### config.mk
export PLATFORM = sky130hd
export DESIGN_NAME = program_counter_stage_bp
export DESIGN_NICKNAME = d
export VERILOG_FILES = /design/src/rtl/program_counter_stage_bp_pkg.sv /design/src/rtl/program_counter_stage_bp_pc_btb.sv /design/src/rtl/program_counter_stage_bp.sv
export SDC_FILE = /design/constraint.sdc
export NUM_CORES = 2
export LEC_CHECK = 0
export ABC_CLOCK_PERIOD_IN_PS = 7700
export CORE_MARGIN = 3
export CORE_UTILIZATION = 30
export DETAILED_ROUTE_END_ITERATION = 8
export GPL_TIMING_DRIVEN = 1
export PLACE_DENSITY = 0.49
export RECOVER_POWER = 25
export SLEW_MARGIN = 20
export SYNTH_ARGS = -nofsm -noshare
export SYNTH_HDL_FRONTEND = slang
export SYNTH_SLANG_ARGS = --single-unit
### constraint.sdc
create_clock -name CLK -period 7.7 [get_ports CLK]
set_input_delay 1.54 -clock CLK [delete_from_list [all_inputs] [get_ports CLK]]
set_output_delay 1.54 -clock CLK [all_outputs]
set_load 0.1 [all_outputs]
### src/rtl/program_counter_stage_bp_pkg.sv
// Shared constants and types for the fetch-side program counter stage with branch prediction.
package program_counter_stage_bp_pkg;

  localparam int          DEF_ADDR_WIDTH   = 32;
  localparam logic [31:0] DEF_RESET_VECTOR = 32'h0000_0000;
  localparam int          INSTR_BYTES      = 4;

  typedef enum logic [1:0] {
    CTR_SNT = 2'b00,
    CTR_WNT = 2'b01,
    CTR_WT  = 2'b10,
    CTR_ST  = 2'b11
  } ctr_t;

  // Two-bit saturating counter step toward the resolved direction.
  function automatic ctr_t ctr_next(input ctr_t cur, input logic taken);
    logic [1:0] v;
    v = cur;
    if (taken && v != 2'b11) begin
      v = v + 2'd1;
    end else if (!taken && v != 2'b00) begin
      v = v - 2'd1;
    end
    return ctr_t'(v);
  endfunction

endpackage

### src/rtl/program_counter_stage_bp_pc_btb.sv
// Direct-mapped branch target buffer with 2-bit direction counters.
module pc_btb
  import program_counter_stage_bp_pkg::*;
#(
  parameter int ADDR_WIDTH = DEF_ADDR_WIDTH,
  parameter int BTB_DEPTH  = 16
) (
  input  logic                  clk,
  input  logic                  rst_n,
  input  logic                  lookup_valid,
  input  logic [ADDR_WIDTH-1:0] lookup_pc,
  output logic                  pred_taken,
  output logic [ADDR_WIDTH-1:0] pred_target,
  input  logic                  upd_valid,
  input  logic                  upd_taken,
  input  logic [ADDR_WIDTH-1:0] upd_pc,
  input  logic [ADDR_WIDTH-1:0] upd_target
);

  localparam int IDX_W = $clog2(BTB_DEPTH);
  localparam int TAG_W = ADDR_WIDTH - IDX_W - 2;

  logic [BTB_DEPTH-1:0]  valid_q;
  logic [TAG_W-1:0]      tag_q    [BTB_DEPTH];
  logic [ADDR_WIDTH-1:0] target_q [BTB_DEPTH];
  ctr_t                  ctr_q    [BTB_DEPTH];

  logic [IDX_W-1:0] lookup_idx;
  logic [TAG_W-1:0] lookup_tag;
  logic [IDX_W-1:0] upd_idx;
  logic [TAG_W-1:0] upd_tag;
  logic             lookup_hit;
  logic             upd_hit;
  logic             unused_upd_bits;

  assign lookup_idx      = lookup_pc[IDX_W+1:2];
  assign lookup_tag      = lookup_pc[ADDR_WIDTH-1:IDX_W+2];
  assign upd_idx         = upd_pc[IDX_W+1:2];
  assign upd_tag         = upd_pc[ADDR_WIDTH-1:IDX_W+2];
  assign unused_upd_bits = ^upd_pc[1:0];

  always_comb begin
    lookup_hit  = valid_q[lookup_idx] && (tag_q[lookup_idx] == lookup_tag);
    upd_hit     = valid_q[upd_idx] && (tag_q[upd_idx] == upd_tag);
    pred_taken  = lookup_valid && lookup_hit && ctr_q[lookup_idx][1];
    pred_target = pred_taken ? target_q[lookup_idx]
                             : lookup_pc + ADDR_WIDTH'(INSTR_BYTES);
  end

  // Only the valid bits need reset; payload is ignored until an entry is allocated.
  always_ff @(posedge clk or negedge rst_n) begin
    if (!rst_n) begin
      valid_q <= '0;
    end else if (upd_valid && upd_taken) begin
      valid_q[upd_idx] <= 1'b1;
    end
  end

  always_ff @(posedge clk) begin
    if (upd_valid) begin
      if (upd_hit) begin
        ctr_q[upd_idx] <= ctr_next(ctr_q[upd_idx], upd_taken);
        if (upd_taken) begin
          target_q[upd_idx] <= upd_target;
        end
      end else if (upd_taken) begin
        tag_q[upd_idx]    <= upd_tag;
        target_q[upd_idx] <= upd_target;
        ctr_q[upd_idx]    <= CTR_WT;
      end
    end
  end

endmodule

### src/rtl/program_counter_stage_bp.sv
// Fetch PC generator: resolves execute/decode redirects, follows BTB predictions, drives flushes.
module program_counter_stage_bp
  import program_counter_stage_bp_pkg::*;
#(
  parameter int                    ADDR_WIDTH   = DEF_ADDR_WIDTH,
  parameter logic [ADDR_WIDTH-1:0] RESET_VECTOR = ADDR_WIDTH'(DEF_RESET_VECTOR),
  parameter int                    BTB_DEPTH    = 16
) (
  input  logic                  CLK,
  input  logic                  RST_N,
  input  logic                  STALL_PROGRAME_COUNTER_STAGE,
  input  logic                  DEC_JAL,
  input  logic [ADDR_WIDTH-1:0] PC_DECODING,
  input  logic [ADDR_WIDTH-1:0] IMM_DECODING,
  input  logic                  EX_VALID,
  input  logic                  EX_IS_JALR,
  input  logic                  EX_TAKEN,
  input  logic [ADDR_WIDTH-1:0] PC_EXECUTION,
  input  logic [ADDR_WIDTH-1:0] RS1_DATA,
  input  logic [ADDR_WIDTH-1:0] IMM_INPUT,
  input  logic                  EX_PRED_TAKEN,
  input  logic [ADDR_WIDTH-1:0] EX_PRED_TARGET,
  output logic [ADDR_WIDTH-1:0] PC,
  output logic                  PC_VALID,
  output logic                  PRED_TAKEN,
  output logic [ADDR_WIDTH-1:0] PRED_TARGET,
  output logic                  CLEAR_INSTRUCTION_FETCH_STAGE,
  output logic                  CLEAR_DECODING_STAGE
);

  logic [ADDR_WIDTH-1:0] pc_q;
  logic                  pc_valid_q;
  logic [ADDR_WIDTH-1:0] pc_next;
  logic [ADDR_WIDTH-1:0] ex_target;
  logic [ADDR_WIDTH-1:0] ex_actual;
  logic [ADDR_WIDTH-1:0] dec_target;
  logic                  ex_redirect;
  logic                  dec_redirect;
  logic                  btb_taken;
  logic [ADDR_WIDTH-1:0] btb_target;

  pc_btb #(
    .ADDR_WIDTH(ADDR_WIDTH),
    .BTB_DEPTH (BTB_DEPTH)
  ) u_btb (
    .clk         (CLK),
    .rst_n       (RST_N),
    .lookup_valid(pc_valid_q),
    .lookup_pc   (pc_q),
    .pred_taken  (btb_taken),
    .pred_target (btb_target),
    .upd_valid   (EX_VALID),
    .upd_taken   (EX_TAKEN),
    .upd_pc      (PC_EXECUTION),
    .upd_target  (ex_target)
  );

  // JALR targets drop bit 0; a mispredict covers both wrong direction and wrong target.
  always_comb begin
    ex_target    = EX_IS_JALR ? ((RS1_DATA + IMM_INPUT) & ~ADDR_WIDTH'(1))
                              : (PC_EXECUTION + IMM_INPUT);
    ex_actual    = EX_TAKEN ? ex_target : (PC_EXECUTION + ADDR_WIDTH'(INSTR_BYTES));
    ex_redirect  = EX_VALID && ((EX_TAKEN != EX_PRED_TAKEN) ||
                                (EX_TAKEN && (ex_target != EX_PRED_TARGET)));
    dec_redirect = DEC_JAL && !ex_redirect;
    dec_target   = PC_DECODING + IMM_DECODING;
  end

  // Execute redirects override a stall, since the fetched path is already wrong.
  always_comb begin
    pc_next = pc_q;
    if (ex_redirect) begin
      pc_next = ex_actual;
    end else if (STALL_PROGRAME_COUNTER_STAGE) begin
      pc_next = pc_q;
    end else if (dec_redirect) begin
      pc_next = dec_target;
    end else if (btb_taken) begin
      pc_next = btb_target;
    end else begin
      pc_next = pc_q + ADDR_WIDTH'(INSTR_BYTES);
    end
  end

  always_ff @(posedge CLK or negedge RST_N) begin
    if (!RST_N) begin
      pc_q       <= RESET_VECTOR;
      pc_valid_q <= 1'b0;
    end else if (!pc_valid_q) begin
      pc_valid_q <= 1'b1;
    end else begin
      pc_q <= pc_next;
    end
  end

  always_comb begin
    PC                            = pc_q;
    PC_VALID                      = pc_valid_q;
    PRED_TAKEN                    = RST_N && btb_taken;
    PRED_TARGET                   = RST_N ? btb_target : '0;
    CLEAR_INSTRUCTION_FETCH_STAGE = RST_N && (ex_redirect ||
                                    (dec_redirect && !STALL_PROGRAME_COUNTER_STAGE));
    CLEAR_DECODING_STAGE          = RST_N && ex_redirect;
  end

endmodule
==> run_results.csv <==
group,metric,value,unit
sta,slew_headroom,-41.1,%
route,drt_iter0_markers,3582,
place,hpwlAfterDp,127000,µm
outcome,status,"finished, violations left",
outcome,violations,"max-capacitance violations, max-slew violations",
route,vias,33300,
logic_synthesis,synth_edf_count,960,
floorplan,core_area,170000,µm²
global_route,gr-total-overflow,0,
sta,fin_ws,0.158,ns
layout,fin_area,62100,µm²
sta,finalSetupViolCount,0,
layout,fillers,16100,
logic_synthesis,synth_top_area_share,55.9,%
place,post-place-ws,-0.116,ns
logic_synthesis,yosysSeqAreaShare,58.3,%
place,io_buffers,267,
sta,finalCritPeriodShare,97.9,%
worst_setup_path,cp-startpoint,"PC_EXECUTION[15]",
floorplan,die_area,177000,µm²
pwr,total_power,15500,µW
floorplan,fp.dieH,421,µm
logic_synthesis,synthFlopType,"edfxtp_1",
layout,layout-drive-gt1-share,25.2,%
worst_setup_path,cp_max_fo,20,
place,place_area,58700,µm²
global_route,grt_max_degree,66,
logic_synthesis,synth_cells,3267,
logic_synthesis,syn_area,51600,µm²
logic_synthesis,synth_cell_types,88,
sta,grt_setup_unrepaired,"true",
sta,finalHoldViolCount,0,
logic_synthesis,ys_ff_latch,1009,
route,ant_nets,0,
clocking,insertion_delay,0.71,ns
pwr,ir_worst_vdd,0.175,mV
route,drtPass1Iterations,7,
worst_setup_path,critPathKind,"input pin to primary output",
logic_synthesis,post-synth-top-count-cell,"edfxtp_1",
logic_synthesis,ys_async_sr_fraction,4.86,%
route,drt-wirelength-per-cell,31.3,µm
sta,layout_min_cycle_time,7.54,ns
floorplan,die_x,421,µm
floorplan,io_pins,268,
clocking,clockBufferDepth,3,
clocking,clk_pin_slew,0.06,ns
worst_setup_path,rrSetupSlack,2.24,ns
run,maxCapViolations,2,
worst_setup_path,critical_path_arrival,6.00,ns
worst_setup_path,r2r-start,"PC[2]",
logic_synthesis,synth_area_per_cell,15.8,µm²
sta,tightest_slew,2.12,ns
floorplan,start_util,30.3,%
worst_setup_path,timing.rr.end,"PC[31]",
worst_setup_path,required,6.16,ns
worst_setup_path,reg2reg_depth,14,
layout,area_growth_syn_to_layout,20.4,%
place,gp_congestion,0.902,
worst_setup_path,worstSetupEndpointType,"primary output",
clocking,tritoncts,"done",
worst_hold_path,min_path_type,"register to register",
clocking,cts_buffers,103,
route,drt-total-wl,188000,µm
logic_synthesis,synthTopCellsByCount,"edfxtp_1 (960), mux4_2 (430), nand2_1 (174)",
pwr,cellLeakagePower,0.0205,µW
global_route,antenna_found_initial,8,
clocking,cts.hold.buffers_added,0,
route,remaining_drc_errors,0,
pwr,power.density,250,nW/µm²
logic_synthesis,yosysWarnings,0,
global_route,grt_usage,21.0,%
logic_synthesis,synth_top_area_cell,"edfxtp_1",
layout,utilization,36.5,%
sta,setup_tns,0,ns
global_route,grt_pass1_vias,33400,
sta,finalMaxSlewViolations,53,
sta,fmax,133,MHz
clocking,cts_sinks,1009,
floorplan,num_rows,151,
global_route,grt_pass1_wl,262000,µm
worst_setup_path,worstSetupEndpoint,"CLEAR_INSTRUCTION_FETCH_STAGE",
route,vias_per_cell,5.56,
clocking,htreeDepth,3,
clocking,cts_root_buf,"clkbuf_16",
layout,nNetsFinal,3988,
logic_synthesis,synth_nets,3569,
logic_synthesis,synthTopCellsByArea,"edfxtp_1 (56%), mux4_2 (19%), ha_1 (2.4%)",
sta,skew,0.0282,ns
worst_setup_path,critical_path.startpoint_type,"input pin",
what timing repair did:
item	4_1_cts	5_1_grt
endpoints found under the setup margin	2	5
resized for setup	12	32
pin swaps	6	7
cloned	0	0
buffers inserted	0	1
endpoints found under the hold margin	0	0
how the worst min path moves through the flow:
stage / from / endpoint / slack [ns] / cells after the start
2_1_floorplan: u_btb.valid_q[8] / u_btb.valid_q[8] / 0.45 / 1
6_report: u_btb.valid_q[9] / u_btb.valid_q[9] / 0.49 / 1
3_5_place_dp: u_btb.valid_q[9] / u_btb.valid_q[9] / 0.48 / 1
5_1_grt: u_btb.valid_q[10] / u_btb.valid_q[10] / 0.52 / 1
4_1_cts: u_btb.valid_q[9] / u_btb.valid_q[9] / 0.49 / 1
3_3_place_gp: u_btb.valid_q[12] / u_btb.valid_q[12] / 0.48 / 1
cells by family after synthesis:
logic type	share of synthesized area, %
compound gates	6.95
xor+xnor	3.56
fa+ha+maj	2.52
buf+inv	1.92
flops	58.3
mux	20.4
other cells	0.00727
simple gates	6.35
placed cells by master (no fill, tap or decap), types with 16 or more instances in the layout:
cell | synthesis | final
nor2_4 | 0 | 18
o21ai_0 | 106 | 96
and2_2 | 0 | 16
clkbuf_16 | 0 | 104
nand2_1 | 174 | 174
nor3_1 | 30 | 28
clkdlybuf4s50_1 | 0 | 207
clkbuf_1 | 127 | 54
o2bb2ai_1 | 17 | 16
a211oi_1 | 25 | 22
a21o_1 | 42 | 42
dfrtp_1 | 49 | 45
a21oi_1 | 118 | 111
nand3_1 | 73 | 72
ha_1 | 99 | 96
dlygate4sd3_1 | 0 | 16
mux2i_1 | 77 | 76
xnor2_1 | 139 | 138
buf_4 | 1 | 205
nor2_1 | 158 | 141
and3_1 | 23 | 23
buf_12 | 0 | 44
xor2_1 | 58 | 58
or2_2 | 28 | 28
or3_1 | 22 | 22
clkinv_1 | 3 | 30
inv_1 | 53 | 52
o21a_1 | 22 | 22
mux4_2 | 430 | 430
a2bb2oi_1 | 28 | 28
nand4_1 | 45 | 45
edfxtp_1 | 960 | 960
a31oi_1 | 17 | 16
clkinv_2 | 0 | 17
flip-flops by register name, indices dropped and copies added (netlist names):
| register | count |
|---|---|
| u_btb.tag_q | 416 |
| u_btb.ctr_q | 32 |
| u_btb.target_q | 512 |
| PC_VALID | 1 |
| u_btb.valid_q | 16 |
| PC | 32 |
critical path: stages:
cell and delay (ns):
clkdlybuf4s50_1 0.46, buf_12 0.19, ha_1 0.35, buf_4 0.17, nand4_1 0.12, or4_1 0.52, a21oi_1 0.13, buf_4 0.16
o41ai_4 0.08, o21ai_2 0.15, mux2_4 0.32, or3_1 0.35, a221o_1 0.39, nor4b_4 0.37, buf_4 0.21, nor2_4 0.04
a21oi_2 0.15, nor2_4 0.09, buf_12 0.19
routing by layer:
metal | track usage (%) | wire length (µm)
met2 | 33.9 | 89200
met4 | 7.63 | 7000
met5 | 0 | 0
met1 | 29.4 | 81300
met3 | 1.99 | 10100
per-stage QoR:
step,cells,hold WS (ns)
after detailed placement,5798,0.480
after CTS,5990,0.492
after global routing,5993,0.524
after global placement,5798,0.478
after floorplan,3267,0.450
final,5994,0.495
power by group:
part | leakage (µW) | switching [µW] | internal [µW]
registers | 0.00914 | 239 | 6270
logic | 0.00973 | 2470 | 1580
clock network | 0.00161 | 2170 | 2800
cell type report:
type / instances / area (µm²) / area share [%]
clock inverter: 65 / 642 / 1.03
inverter: 57 / 214 / 0.344
sequential: 1009 / 30100 / 48.4
tap: 2218 / 2780 / 4.47
antenna: 3 / 7.51 / 0.0121
clock buffer: 127 / 2690 / 4.33
timing repair buffer: 509 / 4830 / 7.78
multi-input combinational: 2006 / 20900 / 33.6
Power figures use the tool's default switching activity.
